[src/rtl/sprite_eval.sv]
// Per-scanline sprite evaluator: scans primary OAM into an 8-entry secondary OAM,
// then presents each slot to the pattern fetcher during the fetch window.
module sprite_eval (
    input  logic       clk,
    input  logic       rst,
    input  logic [8:0] cycle,
    input  logic [8:0] scanline,
    input  logic       render_en,
    input  logic       sp_size16,
    output logic [7:0] oam_addr,
    input  logic [7:0] oam_data,
    output logic       eval,
    output logic [7:0] tile_o,
    output logic [7:0] at_o,
    output logic [7:0] x_o,
    output logic [3:0] row_o,
    output logic       inscan_o,
    output logic       spr0_in_line,
    output logic       sp_overflow
);

    typedef enum logic [2:0] {IDLE, SCAN, COPY, OVF, DONE} state_t;

    state_t     state, state_next;
    logic [5:0] n, n_next;
    logic [1:0] m, m_next;
    logic [3:0] found, found_next;
    logic       spr0_next;
    logic [7:0] oam2 [32];

    logic       line_active, in_eval, step, in_range, clear_cyc;
    logic [8:0] d;
    logic [4:0] clr_idx;
    logic       wr_en, set_spr0, set_ovf;
    logic [4:0] wr_addr;

    assign line_active = render_en && (scanline <= 9'd239);
    assign in_eval     = line_active && (cycle >= 9'd65) && (cycle <= 9'd256);
    assign step        = in_eval && !cycle[0];
    assign d           = scanline - {1'b0, oam_data};
    assign in_range    = d < (sp_size16 ? 9'd16 : 9'd8);
    assign clear_cyc   = line_active && (cycle >= 9'd1) && (cycle <= 9'd64);
    // Byte (c-1)>>1 for c in 1..64, using only the low six bits of the dot.
    assign clr_idx     = cycle[0] ? cycle[5:1] : cycle[5:1] - 5'd1;
    assign oam_addr    = in_eval ? {n, m} : 8'd0;

    always_ff @(posedge clk or posedge rst) begin
        if (rst) state <= IDLE;
        else     state <= state_next;
    end

    // Even dots consume the byte addressed on the preceding odd dot.
    always_comb begin
        state_next = state;
        n_next     = n;
        m_next     = m;
        found_next = found;
        wr_en      = 1'b0;
        wr_addr    = {found[2:0], m};
        set_spr0   = 1'b0;
        set_ovf    = 1'b0;
        if (!line_active || cycle > 9'd256) begin
            state_next = IDLE;
        end else if (cycle == 9'd64) begin
            state_next = SCAN;
            n_next     = 6'd0;
            m_next     = 2'd0;
        end else if (step) begin
            case (state)
                SCAN: begin
                    if (in_range) begin
                        wr_en      = 1'b1;
                        m_next     = 2'd1;
                        state_next = COPY;
                        set_spr0   = (n == 6'd0);
                    end else begin
                        n_next = n + 6'd1;
                        if (n == 6'd63) state_next = DONE;
                    end
                end
                COPY: begin
                    wr_en = 1'b1;
                    if (m == 2'd3) begin
                        found_next = found + 4'd1;
                        n_next     = n + 6'd1;
                        m_next     = 2'd0;
                        if (n == 6'd63)          state_next = DONE;
                        else if (found == 4'd7)  state_next = OVF;
                        else                     state_next = SCAN;
                    end else begin
                        m_next = m + 2'd1;
                    end
                end
                OVF: begin
                    // Diagonal walk: m advances with n and never carries into it.
                    if (in_range) begin
                        set_ovf    = 1'b1;
                        state_next = DONE;
                    end else begin
                        n_next = n + 6'd1;
                        m_next = m + 2'd1;
                        if (n == 6'd63) state_next = DONE;
                    end
                end
                default: ;
            endcase
            if (cycle == 9'd256) state_next = IDLE;
        end
    end

    always_ff @(posedge clk or posedge rst) begin
        if (rst) begin
            n            <= 6'd0;
            m            <= 2'd0;
            found        <= 4'd0;
            spr0_next    <= 1'b0;
            spr0_in_line <= 1'b0;
            sp_overflow  <= 1'b0;
            for (int i = 0; i < 32; i++) oam2[i] <= 8'hFF;
        end else begin
            n <= n_next;
            m <= m_next;
            if (clear_cyc) oam2[clr_idx] <= 8'hFF;
            if (wr_en)     oam2[wr_addr] <= oam_data;
            if (line_active && cycle == 9'd1) begin
                found     <= 4'd0;
                spr0_next <= 1'b0;
            end else begin
                found <= found_next;
                if (set_spr0) spr0_next <= 1'b1;
            end
            if (cycle == 9'd257) spr0_in_line <= spr0_next & line_active;
            if (scanline == 9'd261 && cycle == 9'd1) sp_overflow <= 1'b0;
            else if (set_ovf)                        sp_overflow <= 1'b1;
        end
    end

    logic [2:0] slot;
    logic [7:0] slot_y, slot_at;
    logic       real_slot;

    assign slot      = cycle[5:3];
    assign slot_y    = oam2[{slot, 2'd0}];
    assign slot_at   = oam2[{slot, 2'd2}];
    assign eval      = render_en && (cycle >= 9'd257) && (cycle <= 9'd320)
                       && ((scanline <= 9'd239) || (scanline == 9'd261));
    assign real_slot = eval && line_active && ({1'b0, slot} < found);

    // Empty slots present a transparent tile so the fetcher needs no special case.
    always_comb begin
        tile_o   = 8'hFF;
        at_o     = 8'h00;
        x_o      = 8'hFF;
        row_o    = 4'd0;
        inscan_o = 1'b0;
        if (real_slot) begin
            inscan_o = 1'b1;
            tile_o   = oam2[{slot, 2'd1}];
            at_o     = slot_at;
            x_o      = oam2[{slot, 2'd3}];
            row_o    = (scanline[3:0] - slot_y[3:0])
                       ^ (slot_at[7] ? (sp_size16 ? 4'hF : 4'h7) : 4'h0);
        end
    end

endmodule

[config.mk]
export PLATFORM = sky130hd
export DESIGN_NAME = sprite_eval
export DESIGN_NICKNAME = d
export VERILOG_FILES = /design/src/rtl/sprite_eval.sv
export SDC_FILE = /design/constraint.sdc
export NUM_CORES = 1
export LEC_CHECK = 0
export CELL_PAD_IN_SITES_DETAIL_PLACEMENT = 1
export CELL_PAD_IN_SITES_GLOBAL_PLACEMENT = 1
export CORE_MARGIN = 2
export CORE_UTILIZATION = 45
export DETAILED_ROUTE_END_ITERATION = 8
export HOLD_SLACK_MARGIN = 0.12
export PLACE_DENSITY = 0.71
export SLEW_MARGIN = 20
export SYNTH_ARGS = -nofsm -noshare
export SYNTH_HDL_FRONTEND = slang
export SYNTH_SLANG_ARGS = --single-unit
[constraint.sdc]
create_clock -name clk -period 13 [get_ports clk]
set_input_delay 2.6 -clock clk [delete_from_list [all_inputs] [get_ports clk]]
set_output_delay 2.6 -clock clk [all_outputs]
set_load 0.02 [all_outputs]
==> metrics.md, run 1 <==
| Metric | Value |
|---|---|
| Post-synthesis adder-cell area fraction | under 10% |
| Worst R2R Path Depth | 7 |
| Fmax | 0.112 GHz |
| Clock Sink Count | 242 |
| Worst hold path class | reg -> reg |
| CP most frequent cell | buf_4 |
| Rows | 64 |
| Place WS | 3.97 ns |
| Initial core utilization | between 40% and 50% |
| Final-report hold violation count | 0 |
| Reg2reg setup slack | 9.75 ns |
| Die Height | 180 microns |
| Crit path DAT | 6.32 ns |
| Routability cong. | between 0.8 and 0.9 |
| H-tree levels | 1 |
| Largest net degree at the start of global routing | 97 |
| Worst Setup Start Kind | input port |
| Final net count | 1,333 |
| ANT cells | 0 |
| Clock-pin slew on the worst setup and hold paths | approximately 0.06 ns |
| Final setup violation count | 0 |
| Compound-Gate Fraction of Synth Area | just over 7% |
| Post-DR wirelength/cell | 23.2 microns |
| Slew Viols, Final | 0 |
| CTS Buffer Depth | 3 |
| Pwr Density | 119 nW/um^2 |
| Synth Instances | between 1,000 and 1,500 |
| Vias | between 9,000 and 10,000 |
| # IOs | 70 |
| Post-synthesis sequential area ratio | between 40% and 50% |
| Hold path depth | 2 |
| Worst slew pin tran | roughly 1.1 ns |
| Synth Flop Type | dfstp_2 |
| # port buffers | around 70 |
| Antenna Violating Nets Remaining | 0 |
| RSZ-0062 raised after global routing | false |
| Filler cell count | between 3,000 and 4,000 |
| Core Footprint | 30,500 sq um |
| Max cap viols | 0 |
| CTS tree | yes |
| Min-delay src | oam2[198]$_DFF_PP1_ |
| Starting DRT DRC Count | about 510 |
| Post-CTS Repair Setup Buffers | 0 |
| Syn Area/Cell | between 10 and 15 sq um |
| Commonest non-fill, non-tap cell in the layout | nor2_1 |
| Initial antenna violation count | 0 |
| Vias per cell | about 5.8 |
| Yosys reg bits | 242 |
| Worst VDD drop | just under 90 uV |
| Post-DP HPWL | ~27,000 microns |
| CP Cell Sequence | buf_4 > buf_4 > nand2b_1 > a21o_1 > a21oi_1 > nor2_1 > or3_1 > clkinv_1 > nand2_1 > clkdlybuf4s50_1 |
| Number of synthesized flops with an enable pin | 0 |
| FF-to-FF End | oam2[155]$_DFF_PP1_ |
| XOR/XNOR share of the synthesized area | 1.07% |
| Fin worst setup slack | 4.08 ns |
| Worst EP required | 10.40 ns |
| Post-cts sizing count | 0 |
| Status | finished, final reports clean |
| WL final | 39,400 microns |
| Crit path kind | in -> out |
| CTS Hold Bufs | 0 |
| Mapped Nets | about 1,300 |
| Die area | 32,300 sq um |
| Pre-Repair DR Iteration Count | 4 |
| Area delta synth->final | 15.1% |
| Crit path launch | cycle[3] |
| Slew HR | a little over a quarter |
| Largest family of logic cells by synthesized area | multiplexers |
| Critical path fanouts, max | 41 |
| Warning count from the yosys run | 0 |
| Post-route DRC | 0 |
| CTS buffer count | 28 |
| CP Capture Type | primary output |
| Most frequent cells in the layout | 292 x nor2_1, 256 x mux2i_1, 224 x dfstp_2 |
| Grt ovf | 0 |
| Asr flop ratio synth | 100% |
| Setup TNS | 0 ns |
| Cell Area, Synth | between 10,000 and 15,000 sq um |
| R2R Path Start | state[2]$_DFFE_PP0P_ |
| Worst-Skew Late Latency | 0.56 ns |
| Share of layout cells above drive strength 1 | between 30% and 40% |
| Vias in the first global route | 10,600 |
| Simple-gate share of the synthesized area | around 14% |
| Worst Skew | approximately 0.02 ns |
| Leakage | between 7 and 8 nW |
| Crit path max-delay cell type | clkinv_1 |
| First-pass GRT wire length | between 60,000 and 70,000 microns |
| Synth unique cells | between 60 and 70 |
| Final Cycle Share | between 60% and 70% |
| Die W | roughly 180 microns |
| Period minus WS final | 8.92 ns |
| Sequential cell area | approximately 6300 sq um |
| CP max stage delay | 0.68 ns |
| Gr usage total | approximately 25% |
| Multi-input logic area | 7280 sq um |
| CP endpoint | x_o[5] |
| Clock Root Buffer | clkbuf_16 |
| Mux contribution to synthesized area | 27.7% |
-- report_power, final --
group | leakage (nW) | internal (mW) | switching, mW
clock | 0.478 | 0.501 | 0.325
sequential | 2.54 | 0.833 | 0.0307
combinational | 4.33 | 0.0917 | 0.125
total | 7.35 | 1.43 | 0.481
-- flip-flops by register name (all words and copies together) (netlist names) --
register,flops
found,4
spr0_in_line,1
sp_overflow,1
oam2,224
n,6
spr0_next,1
state,3
m,2
-- worst min path at each step --
stage	to
2_1_floorplan	spr0_next$_DFFE_PP0P_
3_3_place_gp	spr0_next$_DFFE_PP0P_
3_5_place_dp	oam2[135]$_DFF_PP1_
4_1_cts	oam2[135]$_DFF_PP1_
5_1_grt	oam2[236]$_DFF_PP1_
6_report	oam2[198]$_DFF_PP1_
-- cell usage after synthesis, types with 3 or more instances --
cell type	count	area share [%]
clkbuf_1	39	1.1
and3_1	10	0.45
o21ai_1	8	0.29
buf_1	10	0.27
mux4_2	56	9.1
nand2_1	38	1.0
buf_2	3	0.11
o21ai_0	7	0.25
nand3b_1	5	0.27
xnor2_1	11	0.69
nor3b_1	3	0.16
a2111oi_4	5	0.99
and4_1	4	0.25
dfstp_2	224	42
o211ai_1	6	0.32
nand3_1	17	0.61
xor2_1	6	0.38
a21o_1	5	0.27
inv_1	28	0.76
nor4_1	3	0.13
mux2_2	3	0.24
or4_1	4	0.22
or3_1	6	0.27
nand2b_1	8	0.36
nand4_1	9	0.40
nor2_1	292	7.9
ha_1	24	2.2
nor2b_1	10	0.45
dfrtp_1	18	3.2
nor3_1	9	0.32
a21oi_1	11	0.40
mux2i_1	256	18
o21ai_4	24	2.8
and2_1	8	0.36
-- per-layer routing --
layer	track usage [%]	wire [microns]	vias to the layer above
li1	-	-	4445
met1	35.0	18600	5158
met2	41.1	19100	157
met3	2.31	1060	41
met4	4.88	628	0
met5	0	0	-
-- kinds of logic (layout without fill, tap and decap cells) --
kind of cell,Yosys count,count (layout)
DFF,242,242
and+or+nand+nor,437,437
xor gates and xnor gates,17,17
buffers and inverters,83,167
muxes,315,315
AOI/OAI and AO/OA,95,95
adders and majority gates,25,25
-- through the flow --
| stage | cells | hold slack (ns) | total power [mW] | instance area (sq um) | utilization, % |
|---|---|---|---|---|---|
| after detailed placement | 1644 | 0.522 | 1.09 | 15000 | 49.3 |
| final | 1694 | 0.530 | 1.91 | 16000 | 52.5 |
| after global placement | 1644 | 0.505 | 1.08 | 15000 | 49.3 |
| after global routing | 1694 | 0.547 | 1.98 | 16000 | 52.5 |
| after CTS | 1694 | 0.536 | 1.92 | 16000 | 52.5 |
| after floorplan | 1214 | 0.481 | 1.02 | 13900 | - |
-- critical path: cells and delay by family --
| kind | cells | cell delay (ns) |
|---|---|---|
| buffers and inverters | 4 | 2.46 |
| and+or+nand+nor | 4 | 0.99 |
| AOI/OAI and AO/OA | 2 | 0.18 |
-- layout make-up --
cell class / instances / share of cell area (%)
multi-input cells: 889 / 45.4
clock buffers: 39 / 5.14
well taps: 396 / 3.09
clock inverters: 11 / 0.922
repair buffers: 87 / 5.08
flip-flops and latches: 242 / 39.6
inverters: 30 / 0.750
Note: power is estimated with default switching activity, not from simulation.
==> run 2: changes to the inputs <==
Clock period 13 ns to 8.28 ns, I/O delays scaled along.
==> metrics.md, run 2 (synthesis gave the netlist of run 1 again) <==
| Metric | Value |
|---|---|
| Initial core utilization | 45.6% (unchanged) |
| Vias | 9,906 (was 9,801) |
| WL final | 40,700 microns (was 39,400 microns) |
| R2R Path Start | state[2]$_DFFE_PP0P_ (unchanged) |
| Worst Skew | 0.0328 ns (was 0.0196 ns) |
| Post-DR wirelength/cell | 24.0 microns (was 23.2 microns) |
| Sequential Power Share | 46.1% (was 45.3%) |
| Sequential cell area | 6340 sq um (unchanged) |
| H-tree levels | 1 (unchanged) |
| Die W | 180 microns (unchanged) |
| FF-to-FF End | oam2[89]$_DFF_PP1_ (was oam2[155]$_DFF_PP1_) |
| Max reg flops | 224 (unchanged) |
| Final-report hold violation count | 0 (unchanged) |
| Final Cycle Share | 84.2% |
| Fmax | approximately 0.14 GHz |
| Status | finished, final reports clean (unchanged) |
| Filler cell count | 3,216 (was 3,193) |
| Worst hold path class | reg -> reg (unchanged) |
| Post-route DRC | 0 (unchanged) |
| Slew HR | 25.8% (was 26.4%) |
| Post-CTS Repair Setup Buffers | 0 (unchanged) |
| Crit path DAT | 5.32 ns (was 6.32 ns) |
| Post-DP HPWL | 27,400 microns (was 26,600 microns) |
| Initial antenna violation count | 1 (was 0) |
| Clock network power share | 42.3% (was 43.3%) |
| Most frequent cells in the layout | 292 x nor2_1, 256 x mux2i_1, 224 x dfstp_2 (unchanged) |
| Starting DRT DRC Count | 506 (was 507) |
| ANT cells | 0 (unchanged) |
| Leakage | 7.33 nW (was 7.35 nW) |
| Worst Setup Start Kind | input port (unchanged) |
| Worst VDD drop | 147 uV (was 88.7 uV) |
| Clock-pin slew on the worst setup and hold paths | 0.05 ns (was 0.06 ns) |
| Top reg by flops | oam2 (unchanged) |
| Met2 global-route usage | 42.6% (was 41.1%) |
| Core Footprint | 30,500 sq um (unchanged) |
| Pre-Repair DR Iteration Count | 5 (was 4) |
| Met3 usage | 2.78% (was 2.31%) |
| Vias in the first global route | 10,900 (was 10,600) |
| First-pass GRT wire length | 65,100 microns (was 63,200 microns) |
| Busiest grt layer | met2 (unchanged) |
| Die Height | 180 microns (unchanged) |
| Clock Root Buffer | clkbuf_16 (unchanged) |
| Fin area | 16,000 sq um (about the same) |
| CTS Buffer Depth | 3 (unchanged) |
| Slew Viols, Final | 0 (unchanged) |
| Worst EP required | 6.62 ns (was 10.40 ns) |
| Cell Area, Placed | 15,000 sq um (about the same) |
| P_sw | 0.768 mW (was 0.481 mW) |
| Pwr Density | 184 nW/um^2 (was 119 nW/um^2) |
| Max cap viols | 0 (unchanged) |
| CTS buffer count | 28 (unchanged) |
| Reg2reg setup slack | 5.15 ns (was 9.75 ns) |
| RSZ-0062 raised after global routing | false (unchanged) |
| # IOs | 70 (unchanged) |
| CTS Hold Bufs | 0 (unchanged) |
| Gr usage total | 25.6% (was 24.5%) |
| Crit path launch | cycle[2] (was cycle[3]) |
| Post-cts sizing count | 0 (unchanged) |
| Antenna Violating Nets Remaining | 0 (unchanged) |
| CP Capture Type | primary output (unchanged) |
| Crit path kind | in -> out (unchanged) |
| Largest net degree at the start of global routing | 104 (was 97) |
| Cell Int Power | 2.18 mW (was 1.43 mW) |
| Die area | 32,300 sq um (unchanged) |
| Routability cong. | 0.823 (was 0.805) |
| Final setup violation count | 0 (unchanged) |
| GR Util met1 | 36.2% (was 35.0%) |
| Biggest regs | oam2 (224), n (6), found (4) (unchanged) |
| Final net count | 1,334 (was 1,333) |
| CTS tree | yes (unchanged) |
| # port buffers | 69 (unchanged) |
| Setup TNS | 0 ns (unchanged) |
| Worst R2R Path Depth | 7 (unchanged) |
| Commonest non-fill, non-tap cell in the layout | nor2_1 (unchanged) |
| Rows | 64 (unchanged) |
| Area delta synth->final | 14.7% (was 15.1%) |
| Multi-input logic area | 7280 sq um (about the same) |
| Period minus WS final | between 6 and 7 ns |
| Vias per cell | 5.85 (was 5.79) |
| Worst-Skew Late Latency | 0.58 ns (was 0.56 ns) |
| CP endpoint | tile_o[2] (was x_o[5]) |
| Share of layout cells above drive strength 1 | 30.1% (was 30.4%) |
| Critical path fanouts, max | 17 (was 41) |
| Clock Sink Count | 242 (unchanged) |
| Logic gate share of total power | 11.7% (was 11.4%) |
| Grt ovf | 0 (unchanged) |
| Switch share | 26.1% (was 25.2%) |
| Worst slew pin tran | 1.11 ns (was 1.10 ns) |
[run 2: metrics by stage]
step	util, %	std cells	setup WS, ns	total power [mW]	hold WS, ns
3_3_place_gp	49.3	1645	1.48	1.70	0.508
4_1_cts	52.3	1694	1.30	2.97	0.534
2_1_floorplan	-	1214	0.350	1.60	0.481
5_1_grt	52.3	1694	1.08	3.06	0.552
6_report	52.3	1694	1.31	2.94	0.529
3_5_place_dp	49.3	1645	1.32	1.71	0.523
[run 2: critical path, stage by stage]
cell and delay (ns):
clkdlybuf4s50_1 0.55, inv_1 0.11, ha_1 0.23, nand2_1 0.10, nand4_1 0.13, nor2_1 0.12, nor2_1 0.04, o21ai_0 0.27
or3_1 0.58, clkinv_1 0.67, nand2_1 0.23, clkdlybuf4s50_1 0.63
[run 2: how the worst min path moves through the flow]
stage / from / endpoint / slack, ns / cells after the start
after floorplan: spr0_next$_DFFE_PP0P_ / spr0_next$_DFFE_PP0P_ / 0.48 / 2
after global routing: oam2[64]$_DFF_PP1_ / oam2[64]$_DFF_PP1_ / 0.55 / 2
after detailed placement: oam2[200]$_DFF_PP1_ / oam2[200]$_DFF_PP1_ / 0.52 / 2
after global placement: spr0_next$_DFFE_PP0P_ / spr0_next$_DFFE_PP0P_ / 0.51 / 2
final: oam2[134]$_DFF_PP1_ / oam2[134]$_DFF_PP1_ / 0.53 / 2
after CTS: oam2[150]$_DFF_PP1_ / oam2[150]$_DFF_PP1_ / 0.53 / 2
[run 2: layout make-up]
class / instances / area share (%)
tap: 396 / 3.10
sequential: 242 / 39.7
clock inverter: 9 / 0.792
timing repair buffer: 88 / 5.16
clock buffer: 40 / 4.92
multi-input combinational: 889 / 45.6
inverter: 30 / 0.752
[run 2: per-layer routing]
layer / vias to the layer above / wire [microns] / share of wire (%)
met1: 5202 / 18800 / 46
met3: 49 / 1560 / 3.8
li1: 4448 / - / -
met2: 207 / 19500 / 48
met5: - / 0 / 0
met4: 0 / 802 / 2.0
[run 2: power groups by stage]
stage	sequential (mW)	clock, mW	combinational [mW]
after global routing	1.37	1.31	0.379
after detailed placement	1.37	0	0.344
after CTS	1.35	1.27	0.346
after global placement	1.37	0	0.330
final	1.36	1.24	0.343
after floorplan	1.35	0	0.247
==> run 3: changes to the inputs <==
Clock period 8.28 ns to 6.45 ns, I/O delays scaled along.
==> metrics.md, run 3 (synthesis gave the netlist of run 1 again) <==
| Metric | Value |
|---|---|
| CP max stage delay | 0.54 ns (was 0.67 ns) |
| Clock Sink Count | 242 (unchanged) |
| Biggest regs | oam2 (224), n (6), found (4) (unchanged) |
| Pre-Repair DR Iteration Count | 4 (was 5) |
| Status | finished, final reports clean (unchanged) |
| Worst-Skew Late Latency | 0.57 ns (was 0.58 ns) |
| Initial antenna violation count | 0 (was 1) |
| Vias | 9,910 (was 9,906) |
| Place WS | 0.718 ns (was 1.32 ns) |
| Initial core utilization | 45.6% (unchanged) |
| Leakage | 7.41 nW (was 7.33 nW) |
| Most frequent cells in the layout | 292 x nor2_1, 256 x mux2i_1, 224 x dfstp_2 (unchanged) |
| Switch share | 25.9% (was 26.1%) |
| Worst Path Buf+Inv | 6 (was 4) |
| WL final | 41,200 microns (was 40,700 microns) |
| Post-route DRC | 0 (unchanged) |
| Fmax | 0.175 GHz |
| Filler cell count | 3,196 (was 3,216) |
| Crit path kind | in -> out (unchanged) |
| Gr usage total | 25.5% (was 25.6%) |
| Core Footprint | 30,500 sq um (unchanged) |
| Worst R2R Path Depth | 6 (was 7) |
| Final setup violation count | 0 (unchanged) |
| Crit path DAT | 4.42 ns (was 5.32 ns) |
| Area delta synth->final | 15.8% (was 14.7%) |
| # IOs | 70 (unchanged) |
| Clock Root Buffer | clkbuf_16 (unchanged) |
| Max reg flops | 224 (unchanged) |
| First-pass GRT wire length | 64,800 microns (was 65,100 microns) |
| Vias per cell | 5.81 (was 5.85) |
| Die Height | 180 microns (unchanged) |
| Post-cts sizing count | 0 (unchanged) |
| Overall Power | 3.86 mW (was 2.94 mW) |
| Worst Skew | 0.0163 ns (was 0.0328 ns) |
| Die area | 32,300 sq um (unchanged) |
| CP Capture Type | primary output (unchanged) |
| Crit path max-delay cell type | clkdlybuf4s50_1 (was clkinv_1) |
| Share of layout cells above drive strength 1 | 31.0% (was 30.1%) |
| Rows | 64 (unchanged) |
| CTS Buffer Depth | 3 (unchanged) |
| Largest net degree at the start of global routing | 176 (was 104) |
| Worst VDD drop | 216 uV (was 147 uV) |
| Worst Setup Start Kind | input port (unchanged) |
| Final-report hold violation count | 0 (unchanged) |
| CTS buffer count | 29 (was 28) |
| Sequential Power Share | 45.1% (was 46.1%) |
| Slew HR | 25.9% (was 25.8%) |
| Clock network power share | 43.4% (was 42.3%) |
| Worst slew pin tran | 1.11 ns (about the same) |
| Antenna Violating Nets Remaining | 0 (unchanged) |
| Grt ovf | 0 (unchanged) |
| Final hold slack | 0.523 ns (was 0.529 ns) |
| CTS Hold Bufs | 0 (unchanged) |
| Period minus WS final | approximately 5.7 ns |
| Top reg by flops | oam2 (unchanged) |
| Worst EP required | 5.16 ns (was 6.62 ns) |
| Post-CTS Repair Setup Buffers | 0 (unchanged) |
| Final Cycle Share | between 80% and 90% |
| Pwr Density | 240 nW/um^2 (was 184 nW/um^2) |
| Clock-pin slew on the worst setup and hold paths | 0.06 ns (was 0.05 ns) |
| # port buffers | 69 (unchanged) |
| Starting DRT DRC Count | 583 (was 506) |
| Setup TNS | 0 ns (unchanged) |
| RSZ-0062 raised after global routing | false (unchanged) |
| ANT cells | 0 (unchanged) |
| Routability cong. | 0.837 (was 0.823) |
| Fin worst setup slack | 0.736 ns (was 1.31 ns) |
| P_sw | 1.00 mW (was 0.768 mW) |
| Cell Int Power | 2.86 mW (was 2.18 mW) |
| Post-DP HPWL | 28,100 microns (was 27,400 microns) |
| Max cap viols | 0 (unchanged) |
| Post-DR wirelength/cell | 24.1 microns (was 24.0 microns) |
| Final net count | 1,345 (was 1,334) |
| Worst hold path class | reg -> reg (unchanged) |
| Critical path depth | 13 (was 12) |
| Hold path depth | 2 (unchanged) |
| CP delay by family, top | buffers and inverters (unchanged) |
| Vias in the first global route | 10,800 (was 10,900) |
| Commonest non-fill, non-tap cell in the layout | nor2_1 (unchanged) |
| H-tree levels | 1 (unchanged) |
| Slew Viols, Final | 0 (unchanged) |
| Die W | 180 microns (unchanged) |
| Logic gate share of total power | 11.5% (was 11.7%) |
| Critical path fanouts, max | 17 (unchanged) |
| CTS tree | yes (unchanged) |
| CP Cell Sequence | clkdlybuf4s50_1 > inv_1 > ha_1 > nand2_1 > nand4_1 > nor2_1 > nor2_1 > o21ai_0 > buf_4 > or3_1 > clkinv_1 > buf_4 > clkdlybuf4s50_1 (was clkdlybuf4s50_1 > inv_1 > ha_1 > nand2_1 > nand4_1 > nor2_1 > nor2_1 > o21ai_0 > or3_1 > clkinv_1 > nand2_1 > clkdlybuf4s50_1) |
-- run 3: worst paths after layout --
kind,startpoint,end,slack (ns)
min,spr0_next$_DFFE_PP0P_,spr0_next$_DFFE_PP0P_,0.52
max in group asynchronous,rst,oam2[117]$_DFF_PP1_,4.03
min reg2reg,spr0_next$_DFFE_PP0P_,spr0_next$_DFFE_PP0P_,0.52
min in group asynchronous,rst,oam2[170]$_DFF_PP1_,1.54
max,cycle[2],inscan_o,0.74
max reg2reg,state[2]$_DFFE_PP0P_,oam2[2]$_DFF_PP1_,3.42
-- run 3: final cells by class --
| type | count | area, sq um | area share [%] |
|---|---|---|---|
| clock inverters | 8 | 91.3 | 0.567 |
| clock buffers | 44 | 892 | 5.54 |
| multi-input cells | 889 | 7270 | 45.1 |
| well taps | 396 | 495 | 3.08 |
| flip-flops and latches | 242 | 6340 | 39.3 |
| inverters | 30 | 116 | 0.722 |
| repair buffers | 98 | 908 | 5.64 |
-- run 3: per-layer routing --
| metal | wire length [microns] | vias up | track usage (%) |
|---|---|---|---|
| met3 | 1790 | 36 | 3.97 |
| met4 | 605 | 0 | 4.55 |
| met1 | 18800 | 5225 | 35.2 |
| li1 | - | 4474 | - |
| met5 | 0 | - | 0 |
| met2 | 20000 | 175 | 43.2 |
-- run 3: power by group through the flow --
stage	Combinational (mW)	Clock [mW]	Sequential, mW
after detailed placement	0.447	0	1.76
after floorplan	0.318	0	1.73
after global placement	0.429	0	1.75
after CTS	0.450	1.70	1.74
after global routing	0.491	1.76	1.75
final	0.445	1.67	1.74
-- run 3: worst register-to-register path: cells and delay by family, from the launching register on --
kind	cells	cell delay, ns
AO/OA/AOI/OAI	3	1.10
AND/OR/NAND/NOR	2	1.12
flip-flops	1	0.46
multiplexers	1	0.27
-- run 3: through the flow --
step           area [sq um]  util (%)  instances
6_report              16100      52.8       1707
5_1_grt               16100      52.8       1707
4_1_cts               16100      52.8       1707
3_5_place_dp          15100      49.6       1655
3_3_place_gp          15100      49.6       1655
2_1_floorplan         13900         -       1214
